File: src/rtl/rf_pkg.sv
// Register-file writeback package.
// Holds the default register-file geometry and the shared request types
// used by the writeback arbiter and by anything that builds requests for it.
package rf_pkg;

    localparam int REG_LOG    = 5;
    localparam int DATA_WIDTH = 64;
    localparam int NUM_REG    = 2 ** REG_LOG;

    typedef logic [REG_LOG-1:0]    reg_idx_t;
    typedef logic [DATA_WIDTH-1:0] reg_data_t;

    // One writeback request as seen by the arbiter.
    typedef struct packed {
        logic      valid;
        reg_idx_t  rd;
        reg_data_t data;
    } wb_req_t;

    // Register x0 is hard-wired; it never becomes busy and is never written.
    function automatic logic is_real_reg(input reg_idx_t r);
        return r != '0;
    endfunction

endpackage

File: src/rtl/rr_arbiter.sv
// Round-robin arbiter.
// Scans requesters starting one past the most recent grant and grants the
// first one that is requesting. The grant is purely combinational on req;
// last_grant only moves on an edge where a grant was issued.
//
// Ports:
//   clk        clock
//   reset      synchronous active-high reset; forces grant to zero and
//              returns last_grant to NUM_REQ-1 so requester 0 goes first
//   req        request vector, one bit per requester
//   grant      one-hot grant (all zero when nothing is requesting)
//   grant_idx  binary index of the granted requester (0 when no grant)
module rr_arbiter #(
    parameter int NUM_REQ = 2,
    localparam int IDX_W  = (NUM_REQ > 1) ? $clog2(NUM_REQ) : 1
) (
    input  logic               clk,
    input  logic               reset,
    input  logic [NUM_REQ-1:0] req,
    output logic [NUM_REQ-1:0] grant,
    output logic [IDX_W-1:0]   grant_idx
);

    logic [IDX_W-1:0] last_grant_reg;
    logic [IDX_W-1:0] last_grant_next;
    logic [IDX_W-1:0] cand;
    logic             found;

    always_comb begin
        grant           = '0;
        grant_idx       = '0;
        last_grant_next = last_grant_reg;
        cand            = '0;
        found           = 1'b0;
        // Offsets 1..NUM_REQ visit every requester once, ending on the
        // previous winner, so it has the lowest priority this cycle.
        for (int k = 1; k <= NUM_REQ; k++) begin
            cand = IDX_W'((int'(last_grant_reg) + k) % NUM_REQ);
            if (!found && !reset && req[cand]) begin
                found           = 1'b1;
                grant[cand]     = 1'b1;
                grant_idx       = cand;
                last_grant_next = cand;
            end
        end
    end

    always_ff @(posedge clk) begin
        if (reset) begin
            last_grant_reg <= IDX_W'(NUM_REQ - 1);
        end else begin
            last_grant_reg <= last_grant_next;
        end
    end

endmodule

File: src/rtl/regfile_wb_arbiter.sv
// Register-file writeback arbiter with busy scoreboard.
// Shares the single register-file write port among NUM_REQ writeback
// requesters (0 = ALU, 1 = load unit) with round-robin arbitration, drives
// the write-select mux through one registered stage, and keeps a per-register
// busy scoreboard (set at issue, cleared when the write is accepted).
//
// Ports:
//   clk, reset     clock and synchronous active-high reset
//   req_valid      per requester: a write is pending
//   req_rd         per requester: destination register
//   req_data       per requester: write data
//   req_ready      per requester: grant; write accepted when valid & ready
//   issue_valid    an instruction with a destination issues this cycle
//   issue_rd       destination of the issued instruction
//   wb_en          register-file write enable (registered)
//   wb_sel         register-file write select (registered)
//   wb_data        register-file write data (registered)
//   busy           scoreboard, bit r = write to register r outstanding
module regfile_wb_arbiter #(
    parameter int REG_LOG    = rf_pkg::REG_LOG,
    parameter int DATA_WIDTH = rf_pkg::DATA_WIDTH,
    parameter int NUM_REQ    = 2
) (
    input  logic                                clk,
    input  logic                                reset,
    input  logic [NUM_REQ-1:0]                  req_valid,
    input  logic [NUM_REQ-1:0][REG_LOG-1:0]     req_rd,
    input  logic [NUM_REQ-1:0][DATA_WIDTH-1:0]  req_data,
    output logic [NUM_REQ-1:0]                  req_ready,
    input  logic                                issue_valid,
    input  logic [REG_LOG-1:0]                  issue_rd,
    output logic                                wb_en,
    output logic [REG_LOG-1:0]                  wb_sel,
    output logic [DATA_WIDTH-1:0]               wb_data,
    output logic [2**REG_LOG-1:0]               busy
);

    localparam int NREG  = 2 ** REG_LOG;
    localparam int IDX_W = (NUM_REQ > 1) ? $clog2(NUM_REQ) : 1;

    logic [NUM_REQ-1:0]    grant;
    logic [IDX_W-1:0]      grant_idx;
    logic                  accept;
    logic                  acc_live;
    logic [REG_LOG-1:0]    acc_rd;
    logic [DATA_WIDTH-1:0] acc_data;

    logic                  wb_en_reg,   wb_en_next;
    logic [REG_LOG-1:0]    wb_sel_reg,  wb_sel_next;
    logic [DATA_WIDTH-1:0] wb_data_reg, wb_data_next;
    logic [NREG-1:0]       busy_reg,    busy_next;

    rr_arbiter #(
        .NUM_REQ (NUM_REQ)
    ) u_arb (
        .clk       (clk),
        .reset     (reset),
        .req       (req_valid),
        .grant     (grant),
        .grant_idx (grant_idx)
    );

    assign req_ready = grant;

    always_comb begin
        accept       = |grant;
        acc_rd       = req_rd[grant_idx];
        acc_data     = req_data[grant_idx];
        // A write to x0 still consumes the grant but never reaches the file.
        acc_live     = accept && (acc_rd != '0);
        wb_en_next   = acc_live;
        wb_sel_next  = accept ? acc_rd   : wb_sel_reg;
        wb_data_next = accept ? acc_data : wb_data_reg;
    end

    // Scoreboard: per-register set/clear. The clear happens at the accepting
    // edge; a same-edge set for the same register wins because it belongs to
    // a younger producer. x0 can never be set nor cleared.
    generate
        for (genvar gi = 0; gi < NREG; gi++) begin : g_busy
            logic set_hit;
            logic clr_hit;
            assign set_hit = issue_valid && (issue_rd != '0) &&
                             (issue_rd == REG_LOG'(gi));
            assign clr_hit = acc_live && (acc_rd == REG_LOG'(gi));
            assign busy_next[gi] = set_hit | (busy_reg[gi] & ~clr_hit);
        end
    endgenerate

    always_ff @(posedge clk) begin
        if (reset) begin
            wb_en_reg   <= 1'b0;
            wb_sel_reg  <= '0;
            wb_data_reg <= '0;
            busy_reg    <= '0;
        end else begin
            wb_en_reg   <= wb_en_next;
            wb_sel_reg  <= wb_sel_next;
            wb_data_reg <= wb_data_next;
            busy_reg    <= busy_next;
        end
    end

    // A write accepted just before reset rises is still sitting in the output
    // register during the reset cycle; masking the enable discards it so the
    // register file never sees a write while reset is high.
    assign wb_en   = wb_en_reg && !reset;
    assign wb_sel  = wb_sel_reg;
    assign wb_data = wb_data_reg;
    assign busy    = busy_reg;

endmodule

File: config.mk
export PLATFORM = sky130hd
export DESIGN_NAME = regfile_wb_arbiter
export DESIGN_NICKNAME = d
export VERILOG_FILES = /design/src/rtl/rf_pkg.sv /design/src/rtl/rr_arbiter.sv /design/src/rtl/regfile_wb_arbiter.sv
export SDC_FILE = /design/constraint.sdc
export NUM_CORES = 1
export LEC_CHECK = 0
export CAP_MARGIN = 20
export CORE_UTILIZATION = 25
export CTS_CLUSTER_DIAMETER = 40
export DETAILED_ROUTE_END_ITERATION = 8
export PLACE_DENSITY = 0.54
export SLEW_MARGIN = 20
export SYNTH_ARGS = -nofsm -noshare
export SYNTH_HDL_FRONTEND = slang
export SYNTH_HIERARCHICAL = 1
export SYNTH_SLANG_ARGS = --single-unit
File: constraint.sdc
create_clock -name clk -period 2.5 [get_ports clk]
set_input_delay 0.5 -clock clk [delete_from_list [all_inputs] [get_ports clk]]
set_output_delay 0.5 -clock clk [all_outputs]
set_load 0.03 [all_outputs]
==> flow_metrics.tcl <==
set metrics [dict create \
    drt_first_pass_iters 7 \
    timing.max_slew.rel_slack_pct 54.0 \
    multi_input_comb_area_um2 2380 \
    synthFlopType "dfxtp_1" \
    outcome "complete, but fails checks" \
    async_flop_share_pct 0 \
    fp-row-count 49 \
    power.density_cell_area_nw_per_um2 577 \
    core-area_um2 18100 \
    dr.first_iter.drc_count 204 \
    drc_errors 25 \
    timing.critical_path.from_type "input port" \
    routed_via_density 4.74 \
    die_w_um 139 \
    diodes 0 \
    path_clk_slew_ns 0.07 \
    netlist_area_before_placement_um2 4670 \
    max_cap_viol_count 0 \
    cts.htree.levels 3 \
    grt_antenna_before_repair 1 \
    insertion_delay_ns 0.35 \
    power.total_uw 4420 \
    post-cts-setup-buffer-count 0 \
    die-area_um2 19200 \
    cts_resized 0 \
    route.vias.total 4588 \
    worstMarginPinSlew_ns 0.690 \
    groute.usage.overall_pct 16.3 \
    grt_setup_unrepaired "false" \
    failing_checks "design-rule violations" \
    crit_family "buffers and inverters" \
    num-nets-final 882 \
    dpl_cell_area_um2 7350 \
    worstReg2RegEnd "busy[6]" \
    hold_depth 1 \
    layout.area.seq_um2 2060 \
    synth.net_count 650 \
    worst-r2r-setup-slack_ns 0.67 \
    global_route.usage.met2_pct 27.9 \
    critical_path.slowest_cell "clkdlybuf4s50_1" \
    final_area_um2 7660 \
    power.combinational.fraction_pct 25.7 \
    r2r_cells 6 \
    critical_path.most_common_cell "clkdlybuf4s50_1" \
    vdd_ir_drop_max_mv 0.353 \
    worstSetupEndpointType "output pin" \
    clock-sinks 103 \
    postSynthRegisterBits 103 \
    path_buf_inv 2 \
    synthMostInstantiatedCell "dfxtp_1" \
    cts_tree "done" \
    fin_setup_tns_ns 0 \
    synth_top_area_share_pct 44.1 \
    drt.antenna.violating_nets 0 \
    syn_inst 502 \
    final.period_utilization_pct 97.3 \
    maxSlewViolCount 0 \
    cts_inserted_buffers 9 \
    finalWorstPathRequiredPeriod_ns 2.43 \
    synth-edff-count 0 \
    path_class "input port to output pin" \
    fmaxAchievable_ghz 0.411 \
    post_synth_most_frequent_cells "103 x dfxtp_1, 77 x nor2_1, 68 x a211oi_1, 67 x mux2i_1" \
    cts.hold.buffers_added 0 \
    setup_clock_skew_after_layout_ns 0.00644 \
    chipHeight_um 139 \
    clock_tree.root_cell "clkbuf_16" \
    ys_warn_count 6 \
    route.detailed.wl_per_inst_um 16.3 \
    grt_max_degree 71 \
    synth_cell_type_count 39 \
    crit_fanout 3 \
    port_buffers 251 \
    share_clk_of_total_power_pct 33.4 \
    min_delay_worst_endpoint "busy[0]" \
    global_route.usage.met3_pct 4.87 \
    regToRegStartpoint "u_arb/last_grant_reg" \
    power.switching_fraction_pct 29.9 \
    layout.filler_cells 1785 \
    power_leakage_uw 0.00264 \
    internal-power_uw 3100 \
    finalHoldViolCount 0 \
    totalWireLength_mm 15.8 \
    ios 252 \
    grtUsageMet1_pct 19.4 \
    first_pass_grt_wire_length_mm 24.4 \
    timing.final.setup_violations 0 \
    critical_path.cell_chain "clkdlybuf4s50_1, nand2_1, and3b_1, clkdlybuf4s50_1" \
    via_count_of_the_first_global_routing_pass 4447 \
    synth_seq_area_share_pct 44.1 \
    timing.hold.worst.start "busy[0]" \
    globalRoute.totalOverflow 0 \
    seq_power_share_pct 40.9 \
    post_synth_main_area_contributors "dfxtp_1 44%, mux2i_1 14%, a211oi_1 11%" \
    place_hpwl_mm 12.0 \
    hold_path_class "register to register" \
    cts-root-to-sink-buffers 2 \
    crit_required_ns 2.00 \
    switching_power_uw 1320 \
    synth.avg_cell_area_um2 9.30 \
    critPathArrivalTime_ns 1.93 \
    busiest_layer "met2" \
    layout-area-overhead-vs-synth_pct 64.1 \
    synthDominantAreaCellType "dfxtp_1" \
    gp_congestion 0.874 \
    drive_gt1_share_pct 5.55 \
    critical-path-max-stage-delay_ns 0.69 \
    largest_register_ff_count 64 \
    initial_core_util_pct 25.7 \
]
==> routing by layer <==
layer / vias up / share of wire (%)
met5: - / 0.057
met1: 2093 / 42
met4: 2 / 1.3
met2: 180 / 49
li1: 2296 / -
met3: 17 / 8.4
==> final cells by class <==
type | count | share of cell area [%]
repair buffers | 259 | 34.2
multi-input cells | 360 | 31.1
flip-flops and latches | 103 | 26.9
well taps | 229 | 3.74
clock buffers | 9 | 2.94
clock inverters | 7 | 1.16
inverters | 1 | 0.0490
==> logic make-up (layout without fill, tap and decap cells) <==
logic type / count (synthesis) / in the layout / synth area share (%)
AO/OA/AOI/OAI: 145 / 145 / 21.2
buffers and inverters: 39 / 276 / 5.04
flip-flops: 103 / 103 / 44.1
multiplexers: 69 / 69 / 15.1
AND/OR/NAND/NOR: 146 / 146 / 14.5
==> worst max-delay path by stage <==
stage               slack (ns)         start  cells past startpoint            to
floorplan                 0.05  req_valid[1]                      8      busy[16]
global placement          0.10  req_valid[0]                      4  req_ready[1]
detailed placement        0.04  req_valid[0]                      7      busy[13]
CTS                       0.06  req_valid[0]                      4  req_ready[1]
global route              0.02  req_valid[0]                      4  req_ready[1]
finish                    0.07  req_valid[0]                      4  req_ready[1]
==> power groups by stage <==
stage	combinational, µW	clock [µW]	sequential (µW)
after floorplan	370	0	2060
after global placement	1130	0	1840
after detailed placement	1150	0	1850
after CTS	1150	1530	1810
after global routing	1210	1610	1820
final	1140	1480	1810
==> placed cells by master (no fill, tap or decap), types with 3 or more instances in the layout <==
cell,instances
nor2_1,77
clkdlybuf4s50_1,249
and3_1,3
buf_4,6
nor2b_1,8
dfxtp_1,103
o21ai_1,15
nor3b_1,4
nand2_1,29
o21ai_0,18
mux2i_1,67
nand3_1,5
a21oi_1,29
buf_12,4
o211ai_2,6
and3b_1,6
a211oi_1,68
clkbuf_16,9
inv_8,3
==> metrics by stage <==
step / setup WS, ns / hold slack [ns] / instances / util [%]
after floorplan: 0.0541 / 0.487 / 502 / -
after global placement: 0.101 / 0.449 / 952 / 40.5
after detailed placement: 0.0400 / 0.457 / 952 / 40.5
after CTS: 0.0569 / 0.473 / 968 / 42.2
after global routing: 0.0157 / 0.483 / 968 / 42.2
final: 0.0664 / 0.468 / 968 / 42.2
No activity file was read; power rests on OpenSTA's default activity.
